`config.mk`:
```
export PLATFORM = sky130hd
export DESIGN_NAME = hazard_unit_flat
export DESIGN_NICKNAME = d
export VERILOG_FILES = /design/src/rtl/mips_pkg.sv /design/src/rtl/hazard_unit_if.sv /design/src/rtl/hazard_unit_mem_wait.sv /design/src/rtl/hazard_unit.sv /design/src/flat_wrapper.sv
export SDC_FILE = /design/constraint.sdc
export NUM_CORES = 1
export LEC_CHECK = 0
export BUFFER_PORTS_ARGS = -buffer_cell sky130_fd_sc_hd__buf_4
export CAP_MARGIN = 20
export CORE_MARGIN = 2
export CORE_UTILIZATION = 39
export DETAILED_ROUTE_END_ITERATION = 10
export PLACE_DENSITY_LB_ADDON = 0.08
export RECOVER_POWER = 100
export SKIP_LAST_GASP = 1
export SLEW_MARGIN = 10
export SYNTH_ARGS = -nofsm -noshare
export SYNTH_HDL_FRONTEND = slang
export SYNTH_SLANG_ARGS = --single-unit
```
`constraint.sdc`:
```
create_clock -name vclk -period 1.13
set_clock_uncertainty 0.05 [all_clocks]
set_input_delay 0 -clock vclk [all_inputs]
set_output_delay 0 -clock vclk [all_outputs]
set_load 0.01 [all_outputs]
```
`src/rtl/mips_pkg.sv`:
```
// Shared types for the MIPS pipeline hazard controller: forward-select codes
// and the data-memory wait-state FSM encoding.
package mips_pkg;

  typedef enum logic [1:0] {
    FWD_RF  = 2'b00,
    FWD_WB  = 2'b01,
    FWD_MEM = 2'b10
  } fwd_sel_t;

  typedef enum logic [1:0] {
    IDLE = 2'b00,
    WAIT = 2'b01,
    DONE = 2'b10
  } memwait_state_t;

  localparam int NUM_SRC = 2;  // operand lanes A (rs) and B (rt)

  // Counter width for a down-counter reaching WAIT_CYCLES-1, never below 1 bit.
  function automatic int cnt_width(input int wait_cycles);
    return (wait_cycles < 2) ? 1 : $clog2(wait_cycles + 1);
  endfunction

endpackage

```
`src/rtl/hazard_unit_if.sv`:
```
// Hazard-unit bus: pipeline register/control taps in, forward/stall/flush out.
// The slave modport is the hazard unit; the master side drives the pipeline taps.
interface hazard_unit_if #(
    parameter int REG_AW = 5
);
    logic [REG_AW-1:0] rs_d, rt_d, rs_e, rt_e;
    logic [REG_AW-1:0] write_reg_e, write_reg_m, write_reg_w;
    logic              reg_write_e, reg_write_m, reg_write_w;
    logic              mem_to_reg_e, mem_to_reg_m, mem_access_m;
    logic              branch_d, pc_src_d;
    logic [1:0]        forward_a_e, forward_b_e;
    logic              forward_a_d, forward_b_d;
    logic              stall_f, stall_d, stall_e, stall_m;
    logic              flush_d, flush_e, flush_w;

    modport slave (
        input  rs_d, rt_d, rs_e, rt_e, write_reg_e, write_reg_m, write_reg_w,
               reg_write_e, reg_write_m, reg_write_w, mem_to_reg_e, mem_to_reg_m,
               mem_access_m, branch_d, pc_src_d,
        output forward_a_e, forward_b_e, forward_a_d, forward_b_d,
               stall_f, stall_d, stall_e, stall_m, flush_d, flush_e, flush_w
    );

    modport master (
        output rs_d, rt_d, rs_e, rt_e, write_reg_e, write_reg_m, write_reg_w,
               reg_write_e, reg_write_m, reg_write_w, mem_to_reg_e, mem_to_reg_m,
               mem_access_m, branch_d, pc_src_d,
        input  forward_a_e, forward_b_e, forward_a_d, forward_b_d,
               stall_f, stall_d, stall_e, stall_m, flush_d, flush_e, flush_w
    );
endinterface

```
`src/rtl/hazard_unit_mem_wait.sv`:
```
// Data-memory wait-state FSM: holds mem_stall for exactly WAIT_CYCLES cycles per
// access, then spends one DONE cycle so the same instruction cannot re-trigger.
module mem_wait_ctrl
    import mips_pkg::*;
#(
    parameter int WAIT_CYCLES = 2
) (
    input  logic clk,
    input  logic reset_n,
    input  logic mem_access_m_i,
    output logic mem_stall_o
);
    localparam int CW = cnt_width(WAIT_CYCLES);

    memwait_state_t state_q, state_d;
    logic [CW-1:0]  cnt_q, cnt_d;

    always_ff @(posedge clk or negedge reset_n) begin
        if (!reset_n) begin
            state_q <= IDLE;
            cnt_q   <= '0;
        end else begin
            state_q <= state_d;
            cnt_q   <= cnt_d;
        end
    end

    always_comb begin
        state_d     = state_q;
        cnt_d       = cnt_q;
        mem_stall_o = 1'b0;
        unique case (state_q)
            IDLE: begin
                if (mem_access_m_i && WAIT_CYCLES > 0) mem_stall_o = 1'b1;
                if (mem_access_m_i && WAIT_CYCLES >= 2) begin
                    state_d = WAIT;
                    cnt_d   = CW'(WAIT_CYCLES - 1);
                end else if (mem_access_m_i && WAIT_CYCLES == 1) begin
                    state_d = DONE;
                end
            end
            WAIT: begin
                mem_stall_o = 1'b1;
                if (cnt_q == CW'(1)) state_d = DONE;
                else                 cnt_d   = cnt_q - CW'(1);
            end
            DONE:    state_d = IDLE;
            default: state_d = IDLE;
        endcase
    end
endmodule

```
`src/rtl/hazard_unit.sv`:
```
// Five-stage MIPS hazard controller: forwarding selects, load-use/branch stalls,
// flushes. Define HAZARD_MEM_WAIT_EN to build the data-memory wait-state freeze.
module hazard_unit
    import mips_pkg::*;
#(
    parameter int WAIT_CYCLES = 2,
    parameter int REG_AW      = 5
) (
    input  logic          clk,
    input  logic          reset_n,
    hazard_unit_if.slave  hif
);
    logic [NUM_SRC-1:0][REG_AW-1:0] src_e, src_d;
    fwd_sel_t [NUM_SRC-1:0]         fwd_e;
    logic [NUM_SRC-1:0]             fwd_d;
    logic                           lwstall, brstall, hz_stall, mem_stall;

    assign src_e = {hif.rt_e, hif.rs_e};
    assign src_d = {hif.rt_d, hif.rs_d};

    // Memory stage wins over writeback; register 0 is hardwired and never forwarded.
    always_comb begin
        for (int i = 0; i < NUM_SRC; i++) begin
            fwd_e[i] = FWD_RF;
            if (src_e[i] != '0 && hif.reg_write_m && src_e[i] == hif.write_reg_m)
                fwd_e[i] = FWD_MEM;
            else if (src_e[i] != '0 && hif.reg_write_w && src_e[i] == hif.write_reg_w)
                fwd_e[i] = FWD_WB;
            fwd_d[i] = (src_d[i] != '0) && hif.reg_write_m && (src_d[i] == hif.write_reg_m);
        end
    end

    assign hif.forward_a_e = fwd_e[0];
    assign hif.forward_b_e = fwd_e[1];
    assign hif.forward_a_d = fwd_d[0];
    assign hif.forward_b_d = fwd_d[1];

    assign lwstall = hif.mem_to_reg_e && (hif.rt_e == hif.rs_d || hif.rt_e == hif.rt_d);
    assign brstall = hif.branch_d &&
        ((hif.reg_write_e  && (hif.write_reg_e == hif.rs_d || hif.write_reg_e == hif.rt_d)) ||
         (hif.mem_to_reg_m && (hif.write_reg_m == hif.rs_d || hif.write_reg_m == hif.rt_d)));
    assign hz_stall = lwstall | brstall;

`ifdef HAZARD_MEM_WAIT_EN
    mem_wait_ctrl #(.WAIT_CYCLES(WAIT_CYCLES)) u_mem_wait (
        .clk            (clk),
        .reset_n        (reset_n),
        .mem_access_m_i (hif.mem_access_m),
        .mem_stall_o    (mem_stall)
    );
`else
    logic unused_ok;
    assign unused_ok = &{1'b0, clk, reset_n, hif.mem_access_m, WAIT_CYCLES[0]};
    assign mem_stall = 1'b0;
`endif

    // A memory freeze holds every stage and bubbles W; load-use/branch waits for it.
    always_comb begin
        hif.stall_f = hz_stall;
        hif.stall_d = hz_stall;
        hif.stall_e = 1'b0;
        hif.stall_m = 1'b0;
        hif.flush_e = hz_stall;
        hif.flush_w = 1'b0;
        hif.flush_d = hif.pc_src_d & ~hz_stall;
        if (mem_stall) begin
            hif.stall_f = 1'b1;
            hif.stall_d = 1'b1;
            hif.stall_e = 1'b1;
            hif.stall_m = 1'b1;
            hif.flush_e = 1'b0;
            hif.flush_w = 1'b1;
            hif.flush_d = 1'b0;
        end
    end
endmodule

```
`src/flat_wrapper.sv`:
```
// flat-port wrapper written by rule: the top's interface ports become plain ports
module hazard_unit_flat import mips_pkg::*;
#(
    parameter int WAIT_CYCLES = 2,
    parameter int REG_AW      = 5
)
  (clk, reset_n, hif_rs_d, hif_rt_d, hif_rs_e, hif_rt_e, hif_write_reg_e, hif_write_reg_m, hif_write_reg_w, hif_reg_write_e, hif_reg_write_m, hif_reg_write_w, hif_mem_to_reg_e, hif_mem_to_reg_m, hif_mem_access_m, hif_branch_d, hif_pc_src_d, hif_forward_a_e, hif_forward_b_e, hif_forward_a_d, hif_forward_b_d, hif_stall_f, hif_stall_d, hif_stall_e, hif_stall_m, hif_flush_d, hif_flush_e, hif_flush_w);
  hazard_unit_if #(.REG_AW(REG_AW)) hif_i ();
  input  logic clk;
  input  logic reset_n;
  input wire logic [$bits(hif_i.rs_d)-1:0] hif_rs_d;
  input wire logic [$bits(hif_i.rt_d)-1:0] hif_rt_d;
  input wire logic [$bits(hif_i.rs_e)-1:0] hif_rs_e;
  input wire logic [$bits(hif_i.rt_e)-1:0] hif_rt_e;
  input wire logic [$bits(hif_i.write_reg_e)-1:0] hif_write_reg_e;
  input wire logic [$bits(hif_i.write_reg_m)-1:0] hif_write_reg_m;
  input wire logic [$bits(hif_i.write_reg_w)-1:0] hif_write_reg_w;
  input wire logic [$bits(hif_i.reg_write_e)-1:0] hif_reg_write_e;
  input wire logic [$bits(hif_i.reg_write_m)-1:0] hif_reg_write_m;
  input wire logic [$bits(hif_i.reg_write_w)-1:0] hif_reg_write_w;
  input wire logic [$bits(hif_i.mem_to_reg_e)-1:0] hif_mem_to_reg_e;
  input wire logic [$bits(hif_i.mem_to_reg_m)-1:0] hif_mem_to_reg_m;
  input wire logic [$bits(hif_i.mem_access_m)-1:0] hif_mem_access_m;
  input wire logic [$bits(hif_i.branch_d)-1:0] hif_branch_d;
  input wire logic [$bits(hif_i.pc_src_d)-1:0] hif_pc_src_d;
  output wire logic [$bits(hif_i.forward_a_e)-1:0] hif_forward_a_e;
  output wire logic [$bits(hif_i.forward_b_e)-1:0] hif_forward_b_e;
  output wire logic [$bits(hif_i.forward_a_d)-1:0] hif_forward_a_d;
  output wire logic [$bits(hif_i.forward_b_d)-1:0] hif_forward_b_d;
  output wire logic [$bits(hif_i.stall_f)-1:0] hif_stall_f;
  output wire logic [$bits(hif_i.stall_d)-1:0] hif_stall_d;
  output wire logic [$bits(hif_i.stall_e)-1:0] hif_stall_e;
  output wire logic [$bits(hif_i.stall_m)-1:0] hif_stall_m;
  output wire logic [$bits(hif_i.flush_d)-1:0] hif_flush_d;
  output wire logic [$bits(hif_i.flush_e)-1:0] hif_flush_e;
  output wire logic [$bits(hif_i.flush_w)-1:0] hif_flush_w;
  assign hif_i.rs_d = hif_rs_d;
  assign hif_i.rt_d = hif_rt_d;
  assign hif_i.rs_e = hif_rs_e;
  assign hif_i.rt_e = hif_rt_e;
  assign hif_i.write_reg_e = hif_write_reg_e;
  assign hif_i.write_reg_m = hif_write_reg_m;
  assign hif_i.write_reg_w = hif_write_reg_w;
  assign hif_i.reg_write_e = hif_reg_write_e;
  assign hif_i.reg_write_m = hif_reg_write_m;
  assign hif_i.reg_write_w = hif_reg_write_w;
  assign hif_i.mem_to_reg_e = hif_mem_to_reg_e;
  assign hif_i.mem_to_reg_m = hif_mem_to_reg_m;
  assign hif_i.mem_access_m = hif_mem_access_m;
  assign hif_i.branch_d = hif_branch_d;
  assign hif_i.pc_src_d = hif_pc_src_d;
  assign hif_forward_a_e = hif_i.forward_a_e;
  assign hif_forward_b_e = hif_i.forward_b_e;
  assign hif_forward_a_d = hif_i.forward_a_d;
  assign hif_forward_b_d = hif_i.forward_b_d;
  assign hif_stall_f = hif_i.stall_f;
  assign hif_stall_d = hif_i.stall_d;
  assign hif_stall_e = hif_i.stall_e;
  assign hif_stall_m = hif_i.stall_m;
  assign hif_flush_d = hif_i.flush_d;
  assign hif_flush_e = hif_i.flush_e;
  assign hif_flush_w = hif_i.flush_w;
  hazard_unit #(.WAIT_CYCLES(WAIT_CYCLES), .REG_AW(REG_AW)) u_core (.clk(clk), .reset_n(reset_n), .hif(hif_i));
endmodule
```
* Word-level counts from Yosys, hierarchy flattened *
Index checks and enable logic that the tools add are counted.

operators by class
  equality and inequality tests = 12
  reduce and logical (&&, ||, !) cells = 24
  bitwise logic cells = 3
  muxes and demuxes = 4

operators by type and width
  cell               count
  $eq 5x5->1         12
  $reduce_bool 5->1  4
  $logic_and 1x1->1  16
  $logic_or 1x1->1   4
  $mux 2             2
  $mux 1             2
  $and 1x1->1        1
  $not 1->1          1
  $or 1x1->1         1

storage, ports and cells
  word-level logic and storage cells = 43
  register bits after elaboration = 0

* Depth between registers and ports, before layout *
  word-level depth = 8
  mapped depth = 6
  mapped depth without buffers = 4

* Worst setup path after synthesis *
OpenSTA, ideal clock, no wires.

  path type = input port to output port
  from = input hif_rt_e[3]
  to = output hif_forward_b_e[0]
  setup slack = -0.118 ns
  cell stages on the path = 5
  data required time = 1.080 ns
  arrival time = 1.198 ns
  path through = buf_2 -> or4_4 -> nor2_4 -> nor4_2 -> nor4_2

between the ends
  word-level cells in the longest chain between the ends = 5
  elaborated cells between the ends (all ways) = 9
  those cells by class = eq/ne (2); mux (2); reduce/logical (5)

RTL lines
  item                             RTL line                              text
  from (decl)                      flat_wrapper.sv:14                    input wire logic [$bits(hif_i.rt_e)-1:0] hif_rt_e;
  $reduce_bool 5->1                hazard_unit.sv:25, hazard_unit.sv:27
  $logic_and 1x1->1 (2 in series)  hazard_unit.sv:27                     else if (src_e[i] != '0 && hif.reg_write_w && src_e[i] == hif.write_reg_w)
  $mux 1                           hazard_unit.sv:27
  $mux 2 *                         hazard_unit.sv:25                     if (src_e[i] != '0 && hif.reg_write_m && src_e[i] == hif.write_reg_m)
  to (decl)                        flat_wrapper.sv:27                    output wire logic [$bits(hif_i.forward_b_e)-1:0] hif_forward_b_e;

Every way passes the cells marked *; elsewhere a longest branch is shown, timed or not.

* Final worst setup path *
  from = input hif_rt_e[0]
  to = output hif_forward_b_e[0]

The elaborated chain is that of the path after synthesis.

==> results.py <==
metrics = {
    "global_routing": {
        "globalRouteOverflowTotal": 0,
        "grt_max_degree": 6,
        "track_usage": 0.227,
        "grt_pass1_vias": 863,
        "grt_first_pass_wirelength_um": 3800,
        "grt_antenna_before_repair": 0,
    },
    "timing": {
        "timing.final.ws_setup_ns": -0.166,
        "final_worst_path_period_need_ns": 1.30,
        "setup_viol": 9,
        "final.setup.tns_ns": -0.868,
        "finalCritPeriodShare": 1.15,
        "report.final.slew_viol_count": 0,
        "rsz0062_at_grt": "true",
        "finalHoldViolCount": 0,
        "max_clock_freq_mhz": 772,
        "worst_hold_slack_ns": 0.269,
    },
    "pwr": {
        "power_report.internal_total_uw": 336,
        "switching_share": 0.451,
        "combinationalPowerShare": 1.000,
        "net-switching-power_uw": 277,
        "power_frac_seq": 0,
        "power_density_nw_per_um2": 399,
        "share_clk_of_total_power": 0,
        "totalPowerFinal_uw": 613,
        "vdd_drop_max_v": 0.000247,
        "p_leak_nw": 0.652,
    },
    "layout": {
        "flow.area_growth_from_synthesis_pct": 101,
        "mostFrequentLayoutCells": "buf_4, xnor2_1, buf_6",
        "design.seq.count": 0,
        "layout_commonest_cell": "buf_4",
        "regArea_um2": 0,
        "antenna_cells_inserted": 0,
        "clkbuf_count": 0,
        "fin_cells": 195,
        "nNetsFinal": 217,
        "share_of_layout_cells_above_drive_strength_1": 0.600,
    },
    "synth": {
        "syn_avg_cell_area_um2": 7.54,
        "ys_seq_area_frac": 0,
        "yosys.cell_types.count": 23,
        "syn-instance-count": 101,
        "yosys_warnings": 0,
        "netlist_area_um2": 762,
    },
    "worst_setup_path": {
        "critical_path_arrival_ns": 1.25,
        "worstSetupPathType": "in2out",
        "timing.critical_path.required_ns": 1.08,
        "cp_max_fo": 2,
        "crit_start": "hif_rt_e[0]",
        "timing.critical_path.to_type": "output pin",
        "nature_of_the_critical_path_startpoint": "input port",
        "setup.worst_path.end": "hif_forward_b_e[0]",
    },
    "flow_run": {
        "maxCapViolCount": 0,
    },
    "place": {
        "post-dp-hpwl_um": 2150,
        "worst_slack_placed_ns": -0.114,
        "dpl.cell_count": 193,
        "place.gp.congestion": 0.855,
        "port_buffers": 52,
    },
    "detailed_routing": {
        "route.detailed.vias_per_inst": 5.26,
        "vias": 1025,
        "drt_drc_violations_left": 0,
        "drtAntennaViolNets": 0,
        "dr.first_iter.drc_count": 15,
        "totalWireLength_um": 3200,
        "detail_route.first_pass.iterations": 4,
        "avgRoutedWirePerCell_um": 16.4,
    },
    "floorplan": {
        "ios": 58,
        "die_width_um": 48.2,
        "start_util": 0.427,
        "placementRows": 15,
        "die_area_um2": 2320,
        "core_area_um2": 1780,
        "fp.dieH_um": 48.2,
    },
    "worst_hold_path": {
        "hold_path.class": "in2out",
    },
    "status": {
        "outcome": "complete, but fails checks",
        "violations": "setup timing",
    },
}
## critical path, cell delays in order
cell and delay (ns):
buf_6 0.09, or4_4 0.53, nor2_4 0.12, nor4_4 0.06, nor4_2 0.26, buf_4 0.18
## metal layers
layer / routed length, um / vias up / track usage / part of all wire
met5: 0 / - / 0 / 0
met4: 55 / 0 / 0.0108 / 0.017
met3: 123 / 6 / 0.00370 / 0.038
met2: 1710 / 38 / 0.389 / 0.54
met1: 1300 / 500 / 0.333 / 0.41
li1: - / 481 / - / -
## logic make-up (layout without fill, tap and decap cells)
kind of cell | Yosys count | in the layout | synth area share
other cells | 1 | 3 | 0.00492
xor+xnor | 50 | 50 | 0.575
compound gates | 8 | 8 | 0.0772
simple gates | 32 | 32 | 0.255
buf+inv | 10 | 77 | 0.0887
## final cells by class
| type | count | area (um2) |
|---|---|---|
| well taps | 25 | 31.3 |
| multi-input cells | 93 | 863 |
| repair buffers | 77 | 641 |
| fillers | 92 | 248 |
## power groups by stage
stage	logic, mW	registers, mW	clock network [mW]
6_report	0.613	0	0
2_1_floorplan	0.243	0	0
4_1_cts	0.522	0	0
5_1_grt	0.647	0	0
3_5_place_dp	0.504	0	0
3_3_place_gp	0.491	0	0
## cell usage after synthesis
cell	instances	area share
or4_4	1	0.015
xnor2_1	36	0.41
o221ai_1	1	0.011
buf_6	1	0.015
nor2_4	1	0.015
nor2_1	5	0.025
or4_1	3	0.030
a22o_1	1	0.011
nor3_1	2	0.013
xor2_1	14	0.16
nor4_2	2	0.033
conb_1	1	0.0049
nand2_1	6	0.030
o21ai_0	2	0.013
o22ai_1	2	0.016
buf_4	5	0.049
buf_2	3	0.020
a311oi_1	1	0.011
a311o_1	1	0.013
nand3_1	2	0.013
clkbuf_1	1	0.0049
nand4_1	8	0.066
nor4_1	2	0.016
## stage by stage
step / utilization / cell area [um2]
2_1_floorplan: - / 778
3_3_place_gp: 0.739 / 1320
3_5_place_dp: 0.739 / 1320
4_1_cts: 0.768 / 1370
5_1_grt: 0.861 / 1540
6_report: 0.861 / 1540
## timing repair
action / in CTS / in global routing
resized for setup: 8 / 29
setup endpoints to repair: 6 / 9
cloned: 0 / 0
pin swaps: 6 / 12
buffers inserted: 1 / 1
hold buffers: 0 / 0
## worst min-delay path by stage
stage | to | slack (ns) | cells after the start | startpoint
2_1_floorplan | hif_forward_a_e[0] | 0.05 | 2 | hif_reg_write_w
3_3_place_gp | hif_flush_d | 0.24 | 3 | hif_mem_to_reg_m
3_5_place_dp | hif_flush_d | 0.25 | 3 | hif_mem_to_reg_m
4_1_cts | hif_flush_d | 0.25 | 3 | hif_mem_to_reg_m
5_1_grt | hif_flush_d | 0.29 | 3 | hif_mem_to_reg_m
6_report | hif_flush_d | 0.27 | 3 | hif_mem_to_reg_m
No activity file was read; power rests on OpenSTA's default activity.
